<file path="config.mk">
export PLATFORM = sky130hd
export DESIGN_NAME = pattern_seq_fsm
export DESIGN_NICKNAME = d
export VERILOG_FILES = /design/src/rtl/pattern_seq_fsm.sv
export SDC_FILE = /design/constraint.sdc
export NUM_CORES = 1
export LEC_CHECK = 0
export BUFFER_PORTS_ARGS = -buffer_cell sky130_fd_sc_hd__buf_2
export CAP_MARGIN = 10
export CORE_ASPECT_RATIO = 0.8
export CORE_UTILIZATION = 30
export CTS_CLUSTER_SIZE = 10
export DETAILED_ROUTE_END_ITERATION = 7
export GPL_TIMING_DRIVEN = 0
export PLACE_DENSITY = 0.53
export SETUP_SLACK_MARGIN = 0.3
export SYNTH_ARGS = -nofsm -noshare
export SYNTH_HDL_FRONTEND = slang
export SYNTH_SLANG_ARGS = --single-unit
export TNS_END_PERCENT = 50
</file>
<file path="constraint.sdc">
create_clock -name clk -period 4.5 [get_ports clk]
set_input_delay 0.9 -clock clk [delete_from_list [all_inputs] [get_ports clk]]
set_output_delay 0.9 -clock clk [all_outputs]
set_load 0.01 [all_outputs]
</file>
<file path="src/rtl/pattern_seq_fsm.sv">
// -----------------------------------------------------------------------------
// pattern_seq_fsm
//   Sequencer that walks IDLE -> S1 -> S2 -> {S3 | S4 -> S2 ...} and drives a
//   fixed bit pattern per state. S1 and S2 each last dwell+1 cycles. The dwell
//   value is captured when the state is entered. S4 is a one-cycle loop-back
//   state that counts its visits. S3 is terminal until clear.
//
//   Optional feature macro: PATTERN_SEQ_LOOP_LIMIT_EN
//     defined   : the S4 visit that brings loop_cnt to MAX_LOOPS exits to S3
//     undefined : S4 always returns to S2; loop_cnt saturates at MAX_LOOPS
//
// Ports
//   clk          in   clock, rising edge
//   reset        in   asynchronous reset, active low
//   start        in   launch a sequence from IDLE
//   A            in   branch select, sampled on the last S2 cycle
//   clear        in   synchronous abort to IDLE (highest priority)
//   dwell        in   [DWELL_W]  S1/S2 length minus one
//   pattern_out  out  [OUT_W]    registered pattern for the current state
//   state_out    out  [3]        IDLE=0 S1=1 S2=2 S3=3 S4=4
//   done         out             high while in S3
//   loop_cnt     out  [clog2(MAX_LOOPS+1)]  S4 entries since leaving IDLE
// -----------------------------------------------------------------------------
module pattern_seq_fsm #(
    parameter int OUT_W     = 3,
    parameter int DWELL_W   = 4,
    parameter int MAX_LOOPS = 4
) (
    input  logic                             clk,
    input  logic                             reset,
    input  logic                             start,
    input  logic                             A,
    input  logic                             clear,
    input  logic [DWELL_W-1:0]               dwell,
    output logic [OUT_W-1:0]                 pattern_out,
    output logic [2:0]                       state_out,
    output logic                             done,
    output logic [$clog2(MAX_LOOPS+1)-1:0]   loop_cnt
);

    localparam int LW = $clog2(MAX_LOOPS + 1);
    localparam logic [LW-1:0] LOOP_MAX = LW'(MAX_LOOPS);

    typedef enum logic [2:0] {
        ST_IDLE = 3'd0,
        ST_S1   = 3'd1,
        ST_S2   = 3'd2,
        ST_S3   = 3'd3,
        ST_S4   = 3'd4
    } state_t;

    // Alternating pattern with ones on even bit positions.
    function automatic logic [OUT_W-1:0] alt_pat();
        logic [OUT_W-1:0] p;
        for (int i = 0; i < OUT_W; i++) p[i] = (i % 2 == 0);
        return p;
    endfunction

    localparam logic [OUT_W-1:0] PAT_S1 = alt_pat();
    localparam logic [OUT_W-1:0] PAT_S2 = ~PAT_S1;
    localparam logic [OUT_W-1:0] PAT_S3 = '1;
    localparam logic [OUT_W-1:0] PAT_S4 = {{(OUT_W-1){1'b1}}, 1'b0};

    function automatic logic [OUT_W-1:0] pat_of(state_t s);
        case (s)
            ST_S1:   return PAT_S1;
            ST_S2:   return PAT_S2;
            ST_S3:   return PAT_S3;
            ST_S4:   return PAT_S4;
            default: return '0;
        endcase
    endfunction

    state_t              r_state;
    logic [OUT_W-1:0]    r_pattern;
    logic                r_done;
    logic [LW-1:0]       r_loop_cnt;
    logic [DWELL_W-1:0]  r_cnt;

    state_t w_nxt;
    logic   w_dwell_st;   // next state is a dwell state (S1/S2)
    logic   w_load;       // entering a dwell state: capture dwell
    logic   w_s4_entry;

    always_comb begin
        w_nxt = ST_IDLE;
        if (clear) begin
            w_nxt = ST_IDLE;
        end else begin
            case (r_state)
                ST_IDLE: w_nxt = start ? ST_S1 : ST_IDLE;
                ST_S1:   w_nxt = (r_cnt == '0) ? ST_S2 : ST_S1;
                ST_S2:   w_nxt = (r_cnt == '0) ? (A ? ST_S4 : ST_S3) : ST_S2;
                ST_S3:   w_nxt = ST_S3;
`ifdef PATTERN_SEQ_LOOP_LIMIT_EN
                // loop_cnt already counts this visit, so compare directly.
                ST_S4:   w_nxt = (r_loop_cnt == LOOP_MAX) ? ST_S3 : ST_S2;
`else
                ST_S4:   w_nxt = ST_S2;
`endif
                default: w_nxt = ST_IDLE;  // illegal encodings recover
            endcase
        end
    end

    assign w_dwell_st = (w_nxt == ST_S1) || (w_nxt == ST_S2);
    // S2 staying in S2 is a countdown; any other arrival into S1/S2 reloads.
    assign w_load     = w_dwell_st && (w_nxt != r_state);
    assign w_s4_entry = (w_nxt == ST_S4) && (r_state != ST_S4);

    always_ff @(posedge clk or negedge reset) begin
        if (!reset) begin
            r_state    <= ST_IDLE;
            r_pattern  <= '0;
            r_done     <= 1'b0;
            r_loop_cnt <= '0;
            r_cnt      <= '0;
        end else begin
            r_state   <= w_nxt;
            r_pattern <= pat_of(w_nxt);
            r_done    <= (w_nxt == ST_S3);

            if (w_load)
                r_cnt <= dwell;
            else if (w_dwell_st && r_cnt != '0)
                r_cnt <= r_cnt - DWELL_W'(1);
            else
                r_cnt <= '0;

            if (w_nxt == ST_IDLE)
                r_loop_cnt <= '0;
            else if (w_s4_entry && r_loop_cnt != LOOP_MAX)
                r_loop_cnt <= r_loop_cnt + LW'(1);
        end
    end

    assign pattern_out = r_pattern;
    assign state_out   = r_state;
    assign done        = r_done;
    assign loop_cnt    = r_loop_cnt;

endmodule

</file>
Word level (Yosys, flattened, before mapping)
Cells that the tools add are included.
{"block": "word_totals", "register_bits": 14, "inputBits": 9, "out_inout_bits": 10}
{"block": "classes", "add_sub_neg": 2, "eq_ne": 11, "mux": 11, "reduce_logical": 10}
{"op": "$mux W3", "n": 5}
{"op": "$pmux W3 S5", "n": 1}
{"op": "$eq A3 B2 Y1 const B", "n": 4}
{"op": "$pmux W3 S4", "n": 1}
{"op": "$mux W4", "n": 2}
{"op": "$eq A3 B1 Y1 const B", "n": 2}
{"op": "$eq A3 B3 Y1 const B", "n": 2}
{"op": "$logic_not A3 Y1", "n": 2}
{"op": "$ne A3 B3 Y1 const B", "n": 2}
{"op": "$logic_and A1 B1 Y1", "n": 4}
{"op": "$logic_not A4 Y1", "n": 1}
{"op": "$reduce_bool A4 Y1", "n": 1}
{"op": "$sub A4 B1 Y4 const B", "n": 1}
{"op": "$add A3 B1 Y3 const B", "n": 1}
{"op": "$ne A3 B3 Y1", "n": 1}
{"op": "$mux W2", "n": 1}
{"op": "$reduce_bool A2 Y1", "n": 1}
{"op": "$logic_or A1 B1 Y1", "n": 1}
{"op": "$mux W1", "n": 1}

Logic depth before layout (Yosys ltp)
Gate-level depths: netlist of run 1.
{"block": "depth", "depth_word": 9, "mapped_depth": 7, "ltp_nobuf": 7}

Worst setup path before layout of run 1
Ideal clock, no wire load.
{"block": "synth_path", "path_type": "input to register", "startpoint": "input port A", "endpoint": "register r_cnt[0]", "setup_ns": 0.132, "arrival_time_ns": 1.904, "t_required_ns": 4.368, "setup_slack_ns": 2.464, "stages": 5, "n_path_buf": 0, "path_cell_list": "nor4b_2 -> o21ai_1 -> a31oi_1 -> mux2i_1 -> nor2_1"}
{"block": "synth_between", "elab_chain_len": 9, "elab_cells_between_ends": 12, "cone_classes": "3 x eq/ne; 6 x mux; 3 x reduce/logical"}
{"item": "start, declared", "line": "32", "source": "input logic A,"}
{"item": "$mux W3 (*) (2 in a row)", "line": "93", "source": "ST_S2: w_nxt = (r_cnt == '0) ? (A ? ST_S4 : ST_S3) : ST_S2;"}
{"item": "$pmux W3 S5 (*)", "line": "90", "source": "case (r_state)"}
{"item": "$mux W3 (*)", "line": "87", "source": "if (clear) begin"}
{"item": "$eq A3 B1 Y1 or $eq A3 B2 Y1 (tied branches)", "line": "106", "source": "assign w_dwell_st = (w_nxt == ST_S1) || (w_nxt == ST_S2);"}
{"item": "$logic_or A1 B1 Y1", "line": "106"}
{"item": "$logic_and A1 B1 Y1", "line": "125", "source": "else if (w_dwell_st && r_cnt != '0)"}
{"item": "$mux W4", "line": "125"}
{"item": "$mux W4 (*)", "line": "123", "source": "if (w_load)"}
{"item": "end signal, assigned", "line": "124", "source": "r_cnt <= dwell;"}
{"item": "end signal, assigned", "line": "126", "source": "r_cnt <= r_cnt - DWELL_W'(1);"}
{"item": "end, declared", "line": "78", "source": "logic [DWELL_W-1:0] r_cnt;"}
Every way passes the cells marked *; elsewhere a longest branch is shown, timed or not.
A chain may end at the register's enable or synchronous reset.

Worst setup path after layout of run 1
{"block": "layout_path", "startpoint": "input port A", "endpoint": "register r_cnt[1]"}
The elaborated chain is that of the path after synthesis.

==> impl_metrics.tcl, run 1 <==
set metrics [dict create \
    outcome "completed" \
    final_area_mm2 0.00101 \
    min_period_ns 2.16 \
    fp.dieH_um 49.2 \
    worst-setup-path-type "primary input to register" \
    max_stage_delay_ns 0.47 \
    yosysWarnings 0 \
    core_area_mm2 0.00254 \
    viasPerCell 4.90 \
    fin_crit_sh 0.480 \
    hold_violations 0 \
    slew_headroom 0.685 \
    synth_area_leader_cell "dfrtp_1" \
    power_density_mw_per_mm2 565 \
    critPathLaunchType "primary input" \
    dp_cells 134 \
    setup-violations-final 0 \
    cts_made_buffers 3 \
    rsz0062_at_grt "false" \
    drc 0 \
    grt-ovfl-total 0 \
    grt_max_degree 15 \
    cap_violations 0 \
    synthesis.area_um2 836 \
    drv_slew 0 \
    place_ws_ns 2.02 \
    final.setup.worst_slack_ns 2.34 \
    crit_chain "buf_2, nor4b_2, o21ai_1, a31oi_1, mux2i_1, nor2_1" \
    synth.area.top_cells "dfrtp_1, ha_1, a211oi_4" \
    grt_util_all_layers 0.130 \
    synth_cell_types 32 \
    synth_nets 93 \
    die-area_mm2 0.00300 \
    worstSkewPairLatency_ns 0.28 \
    synthCells 80 \
    pin_count 19 \
    num_antenna_cells 0 \
    max_freq_ghz 0.463 \
    firstDrtPassIters 6 \
    grt_pass1_vias 626 \
    cp.arrival_ns 2.31 \
    wire_per_inst_um 11.7 \
    grt_pass1_wl_um 2870 \
    first_iter_violations 8 \
    cp_max_fo 4 \
    root_buffer "clkbuf_4" \
    synth_top_cell_area_share 0.419 \
    post_cts_resized 0 \
    cts_buffer_depth 2 \
    wirelength_um 1620 \
    fin_nets 116 \
    dp_hpwl_um 1220 \
    cts_sinks 14 \
    holdCritPathClass "primary input to async pin" \
    fin_worst_skew_ns 0.00721 \
    cts_hold_buf 0 \
    end_kind "register" \
    initial_core_util 0.329 \
    numPortBuffers 18 \
    num_rows 16 \
    dr_total_vias 676 \
    tns_ns 0 \
    worst_pin_slew_ns 0.460 \
    h-tree-depth 1 \
    placed_area_um2 971 \
    gp_congestion 0.774 \
    synth_area_per_cell_um2 10.4 \
    clk_pin_slew_ns 0.09 \
    p_leak_nw 0.482 \
    syn_to_final_growth_pct 20.5 \
    worst_path_max_delay_cell "mux2i_1" \
    antenna_found_initial 0 \
    n_fill_cell 255 \
    irDropWorstVdd_mv 0.139 \
    required_ns 4.65 \
    post-cts-setup-buffers 0 \
    tritoncts "done" \
    ys_seq_area_frac 0.419 \
    final_layout_size_suffix_gt1_frac 0.333 \
    ff2ff_path_depth 7 \
    ys_ff_latch 14 \
    ant_nets 0 \
    die_w_um 61.0 \
    final_cells 138 \
]
cell usage in the layout, fill, tap and decap left out, types with 4 or more instances in the layout:
| master | instances |
|---|---|
| nor2_1 | 10 |
| ha_1 | 4 |
| dfrtp_1 | 14 |
| inv_1 | 6 |
| mux2i_1 | 4 |
| a21oi_1 | 5 |
| buf_2 | 19 |
| nand3_1 | 5 |
cells in the mapped netlist:
master and count:
dfrtp_1 14, nor2_1 10, inv_1 6, a21oi_1 5, nand3_1 5, ha_1 4
mux2i_1 4, nand2_1 3, o21ai_1 3, a211oi_4 2, a31oi_1 2, or2_1 2
a211oi_1 1, a211oi_2 1, a21o_2 1, a22o_1 1, a311oi_1 1, a311oi_2 1
buf_2 1, nand2_2 1, nand2b_1 1, nand3b_1 1, nor2b_1 1, nor3_1 1
nor3_4 1, nor3b_4 1, nor4b_2 1, o211a_1 1, o211ai_1 1, o21ai_0 1
o31ai_2 1, or3b_4 1
registers in the layout, summed over array words and instances (netlist names):
name / flops
done: 1
loop_cnt: 3
r_cnt: 4
state_out: 3
pattern_out: 3
metrics by stage:
stage	hold WS, ns	total power [mW]	utilization
6_report	0.506	0.569	0.396
5_1_grt	0.522	0.618	0.396
4_1_cts	0.509	0.579	0.396
3_5_place_dp	0.522	0.485	0.382
3_3_place_gp	0.527	0.480	0.382
2_1_floorplan	0.555	0.414	-
final timing paths:
path                             start           end  slack, ns
max                                  A      r_cnt[1]       2.34
min                              reset  state_out[1]       0.51
max reg2reg                   r_cnt[0]      r_cnt[1]       2.40
min reg2reg                loop_cnt[0]   loop_cnt[0]       0.53
max in group asynchronous        reset      r_cnt[1]       3.74
min in group clk           loop_cnt[0]   loop_cnt[0]       0.53
cell families (layout without fill, tap and decap cells):
family / after synthesis / in the layout / synth area share
and+or+nand+nor: 29 / 29 / 0.214
AOI/OAI and AO/OA: 22 / 22 / 0.226
DFF: 14 / 14 / 0.419
buffers and inverters: 7 / 29 / 0.0329
adders and majority gates: 4 / 4 / 0.0599
muxes: 4 / 4 / 0.0479
where the power goes:
part           internal, mW  switching [mW]  leakage [nW]  total (mW)
combinational         0.132           0.166         0.271       0.298
sequential            0.155          0.0260         0.190       0.181
clock                0.0492          0.0410        0.0210      0.0902
cell type report:
cell class | instances | area, um2 | share of cell area
plain buffers | 1 | 5.00 | 0.00497
clock buffers | 4 | 36.3 | 0.0360
inverters | 6 | 22.5 | 0.0224
multi-input cells | 59 | 458 | 0.455
flip-flops and latches | 14 | 350 | 0.348
well taps | 36 | 45.0 | 0.0447
repair buffers | 18 | 90.1 | 0.0894
critical path: cells and delay by family:
| family | cells | cell delay [ns] |
|---|---|---|
| and+or+nand+nor | 2 | 0.44 |
| buffers and inverters | 1 | 0.12 |
| muxes | 1 | 0.47 |
| AOI/OAI and AO/OA | 2 | 0.38 |
per-layer routing:
metal	routed length, um	up-vias	GRT usage
met2	739	14	0.198
met1	787	322	0.178
met5	0	-	0
met3	71	2	0.0398
met4	17	0	0.0341
li1	-	338	-
(Power assumes the default switching activity.)
==> inputs of run 2 (changes only) <==
==> constraint.sdc (replaced) <==
create_clock -name clk -period 2.2 [get_ports clk]
set_input_delay 0.44 -clock clk [delete_from_list [all_inputs] [get_ports clk]]
set_output_delay 0.44 -clock clk [all_outputs]
set_load 0.01 [all_outputs]
==> impl_metrics.tcl, run 2 (synthesis results as in run 1) <==
set metrics [dict create \
    outcome "completed" \
    drc 0 \
    grt_util_all_layers 0.135 \
    fin_worst_skew_ns 0.00863 \
    num_rows 16 \
    p_switching_mw 0.533 \
    power_mw 1.32 \
    min_period_ns 1.88 \
    die-area_mm2 0.00300 \
    fp.dieH_um 49.2 \
    holdCritPathClass "primary input to async pin" \
    fin_nets 125 \
    fin_crit_sh 0.855 \
    seqPwrFrac 0.285 \
    cts_made_buffers 3 \
    h-tree-depth 1 \
    final_cell_mix "buf_2, dfrtp_1, nor2_1" \
    grt_pass1_wl_um 2970 \
    irDropWorstVdd_mv 0.289 \
    tns_ns 0 \
    worst_hold_slack_ns 0.0413 \
    syn_to_final_growth_pct 34.0 \
    core_area_mm2 0.00254 \
    multi_input_area_um2 503 \
    n_fill_cell 243 \
    drv_slew 0 \
    dp_cells 134 \
    final_layout_size_suffix_gt1_frac 0.450 \
    clk_pin_slew_ns 0.09 \
    initial_core_util 0.329 \
    largest-register "r_cnt" \
    wire_per_inst_um 12.1 \
    worst_pin_slew_ns 0.413 \
    dr_total_vias 707 \
    power_density_mw_per_mm2 1180 \
    cap_violations 0 \
    slew_headroom 0.724 \
    wirelength_um 1780 \
    cp_max_fo 5 \
    cp.arrival_ns 2.08 \
    cts_buffer_depth 2 \
    grt_pass1_vias 656 \
    num_antenna_cells 0 \
    p_comb_frac 0.574 \
    numPortBuffers 18 \
    pwr-share-clk 0.141 \
    cts_hold_buf 0 \
    viasPerCell 4.81 \
    antenna_found_initial 0 \
    rsz0062_at_grt "true" \
    pin_count 19 \
    p_leak_nw 0.535 \
    final_cells 147 \
    required_ns 2.40 \
    grt_max_degree 15 \
    worst-setup-path-type "register to register" \
    hold_violations 0 \
    cts_sinks 14 \
    p_int_mw 0.790 \
    firstDrtPassIters 3 \
    ant_nets 0 \
    critPathLaunchType "register" \
    max_freq_ghz 0.531 \
    largest_reg_flops 4 \
    dp_hpwl_um 1220 \
    tritoncts "done" \
    regArea_um2 350 \
    first_iter_violations 6 \
    setup-violations-final 0 \
    end_kind "register" \
    switching_share 0.403 \
    fin_util 0.440 \
    worstSkewPairLatency_ns 0.28 \
    root_buffer "clkbuf_4" \
    layout_commonest_cell "buf_2" \
    die_w_um 61.0 \
    grt-ovfl-total 0 \
    gp_congestion 0.774 \
]
## run 2: power by group through the flow
stage | Sequential (mW) | Combinational (mW) | Clock [mW]
finish | 0.376 | 0.760 | 0.187
CTS | 0.375 | 0.687 | 0.194
global route | 0.386 | 0.819 | 0.206
global placement | 0.376 | 0.605 | 0
floorplan | 0.395 | 0.451 | 0
detailed placement | 0.376 | 0.617 | 0
## run 2: cell type report
class,count,area share
Inverter,6,0.0201
Tap cell,36,0.0402
Clock buffer,4,0.0324
Timing Repair Buffer,27,0.141
Multi-Input combinational cell,59,0.449
Sequential cell,14,0.313
Buffer,1,0.00447
## run 2: path summary, 6_finish.rpt
| path | from | endpoint | slack (ns) | cells after the start |
|---|---|---|---|---|
| max | r_cnt[0] | r_cnt[3] | 0.32 | 9 |
| min | reset | state_out[1] | 0.04 | 1 |
| max reg2reg | r_cnt[0] | r_cnt[3] | 0.32 | 9 |
| min reg2reg | loop_cnt[0] | loop_cnt[0] | 0.53 | 1 |
| max in group asynchronous | reset | r_cnt[1] | 1.91 | 1 |
| min in group clk | dwell[0] | r_cnt[0] | 0.40 | 3 |
## run 2: metrics by stage
step                      instance area, um2  setup WS (ns)
after global placement                   971          0.169
after global routing                    1120          0.248
after detailed placement                 971         0.0938
final                                   1120          0.318
after CTS                               1060          0.308
after floorplan                          836          0.415
## run 2: worst max-delay path: stages, from the launching register on
cell and delay, ns:
dfrtp_1 0.37, inv_2 0.05, ha_4 0.17, nor3b_4 0.16, buf_4 0.15, a21o_4 0.20, a211oi_4 0.24, mux2i_2 0.10
buf_4 0.17, a211oi_2 0.18
## run 2: timing repair
item / 4_1_cts / 5_1_grt
pin swaps: 3 / 8
cloned: 0 / 0
endpoints found under the setup margin: 6 / 7
gates resized for setup: 5 / 5
setup buffers: 3 / 6
## run 2: layer usage
| layer | up-vias | routed length, um | track usage |
|---|---|---|---|
| li1 | 351 | - | - |
| met1 | 342 | 833 | 0.181 |
| met2 | 12 | 862 | 0.203 |
| met3 | 2 | 70 | 0.0398 |
| met4 | 0 | 17 | 0.0455 |
| met5 | - | 0 | 0 |
==> inputs of run 3 (changes only) <==
--- a/config.mk
+++ b/config.mk
@@ -8,11 +8,11 @@
 export BUFFER_PORTS_ARGS = -buffer_cell sky130_fd_sc_hd__buf_2
 export CAP_MARGIN = 10
 export CORE_ASPECT_RATIO = 0.8
-export CORE_UTILIZATION = 30
+export CORE_UTILIZATION = 51
 export CTS_CLUSTER_SIZE = 10
 export DETAILED_ROUTE_END_ITERATION = 7
 export GPL_TIMING_DRIVEN = 0
-export PLACE_DENSITY = 0.53
+export PLACE_DENSITY = 0.8
 export SETUP_SLACK_MARGIN = 0.3
 export SYNTH_ARGS = -nofsm -noshare
 export SYNTH_HDL_FRONTEND = slang
==> impl_metrics.tcl, run 3 (synthesis results as in run 1) <==
set metrics [dict create \
    outcome "completed" \
    largest_reg_flops 4 \
    max_stage_delay_ns 0.42 \
    crit_family "compound AO/OA/AOI/OAI gates" \
    placed_area_um2 952 \
    grt_util_all_layers 0.232 \
    rsz0062_at_grt "true" \
    die-area_mm2 0.00181 \
    max_freq_ghz 0.555 \
    slew_headroom 0.726 \
    numPortBuffers 18 \
    dp_hpwl_um 1240 \
    min_period_ns 1.80 \
    cts_made_buffers 3 \
    initial_core_util 0.574 \
    fp.dieH_um 38.2 \
    drv_slew 0 \
    wire_per_inst_um 13.2 \
    cts_buffer_depth 2 \
    crit_chain "inv_2, ha_4, or3b_4, o31ai_4, a211oi_4, buf_4, a211oi_2" \
    worst_pin_slew_ns 0.411 \
    cp.arrival_ns 2.00 \
    final_area_mm2 0.00107 \
    fin_nets 120 \
    reg2reg_to "r_cnt[3]" \
    root_buffer "clkbuf_4" \
    final.setup.worst_slack_ns 0.398 \
    cts_hold_buf 0 \
    cp_num_buf_inv 2 \
    worst-setup-path-type "register to register" \
    final_cells 126 \
    first_iter_violations 6 \
    timing.rr.start "r_cnt[0]" \
    fin_crit_sh 0.819 \
    gp_congestion 0.807 \
    tritoncts "done" \
    fin_worst_skew_ns 0.00178 \
    final_cell_mix "buf_2, dfrtp_1, nor2_1" \
    worst_path_max_delay_cell "or3b_4" \
    cp_max_fo 5 \
    setup-violations-final 0 \
    grt_max_degree 15 \
    ant_nets 0 \
    num_rows 12 \
    holdCritPathClass "primary input to async pin" \
    largest-register "r_cnt" \
    hold_violations 0 \
    firstDrtPassIters 4 \
    wl_met3_um 95 \
    grt_pass1_vias 619 \
    grt_pass1_wl_um 2750 \
    dp_cells 119 \
    ff2ff_setup_slack_ns 0.40 \
    die_w_um 47.3 \
    required_ns 2.40 \
    viasPerCell 5.43 \
    p_leak_nw 0.508 \
    drc 0 \
    worstSkewPairLatency_ns 0.28 \
    ff2ff_path_depth 7 \
    power_density_mw_per_mm2 1190 \
    syn_to_final_growth_pct 28.0 \
    dr_total_vias 684 \
    core_area_mm2 0.00146 \
    power_mw 1.27 \
    wirelength_um 1660 \
    pin_count 19 \
    tns_ns 0 \
    cap_violations 0 \
    cts_sinks 14 \
    wl_met2_um 755 \
    layout_commonest_cell "buf_2" \
    wl_met1_um 802 \
    irDropWorstVdd_mv 0.599 \
    highest_layer "met4" \
    critPathLaunchType "register" \
    clk_pin_slew_ns 0.08 \
    grt-ovfl-total 0 \
    place_ws_ns 0.202 \
    antenna_found_initial 0 \
    h-tree-depth 1 \
    end_kind "register" \
    num_antenna_cells 0 \
    final_layout_size_suffix_gt1_frac 0.419 \
]
## run 3: cell count changes in the layout (fill, tap and decap cells not counted)
cell / change
mux2i_4: +1
a31oi_4: +1
a21o_2: +1
a31oi_2: -1
a21o_4: -1
o31ai_4: +1
mux2i_2: -1
clkbuf_8: -1
o31ai_2: -1
buf_4: -5
## run 3: worst max-delay path by stage
stage,start,to,slack (ns),cells past startpoint
3_5_place_dp,r_cnt[0],r_cnt[3],0.20,7
3_3_place_gp,r_cnt[0],r_cnt[2],0.22,7
2_1_floorplan,r_cnt[0],r_cnt[0],0.42,7
5_1_grt,r_cnt[0],r_cnt[3],0.28,7
6_report,r_cnt[0],r_cnt[3],0.40,7
4_1_cts,r_cnt[1],r_cnt[0],0.32,7
## run 3: worst register-to-register path, delay by kind of cell (launching register included)
kind / cells / cell delay, ns
fa+ha+maj: 1 / 0.16
buf+inv: 2 / 0.25
compound gates: 3 / 0.50
simple gates: 1 / 0.42
flops: 1 / 0.39
## run 3: through the flow
step,utilization,hold slack (ns)
2_1_floorplan,-,0.144
3_3_place_gp,0.654,0.352
3_5_place_dp,0.654,0.352
4_1_cts,0.690,0.0419
5_1_grt,0.735,0.0563
6_report,0.735,0.0417
## run 3: cell type report
class | count | area, um2
Multi-Input combinational cell | 59 | 523
Fill cell | 119 | 387
Sequential cell | 14 | 350
Timing Repair Buffer | 22 | 120
Tap cell | 21 | 26.3
Clock buffer | 3 | 22.5
Inverter | 6 | 22.5
Buffer | 1 | 5.00
## run 3: routing by layer
| metal | vias to the layer above | GRT usage |
|---|---|---|
| li1 | 339 | - |
| met1 | 321 | 0.309 |
| met2 | 22 | 0.349 |
| met3 | 2 | 0.0708 |
| met4 | 0 | 0.0857 |
| met5 | - | 0 |
## run 3: what timing repair did
item / CTS / global route
gates cloned: 0 / 0
pin swaps: 1 / 6
setup buffers: 2 / 2
gates resized for setup: 4 / 8
endpoints found under the setup margin: 5 / 7
## run 3: power breakdown
group | switching [mW] | internal, mW | total (mW)
clock network | 0.0791 | 0.0635 | 0.143
logic | 0.391 | 0.361 | 0.752
registers | 0.0605 | 0.318 | 0.378
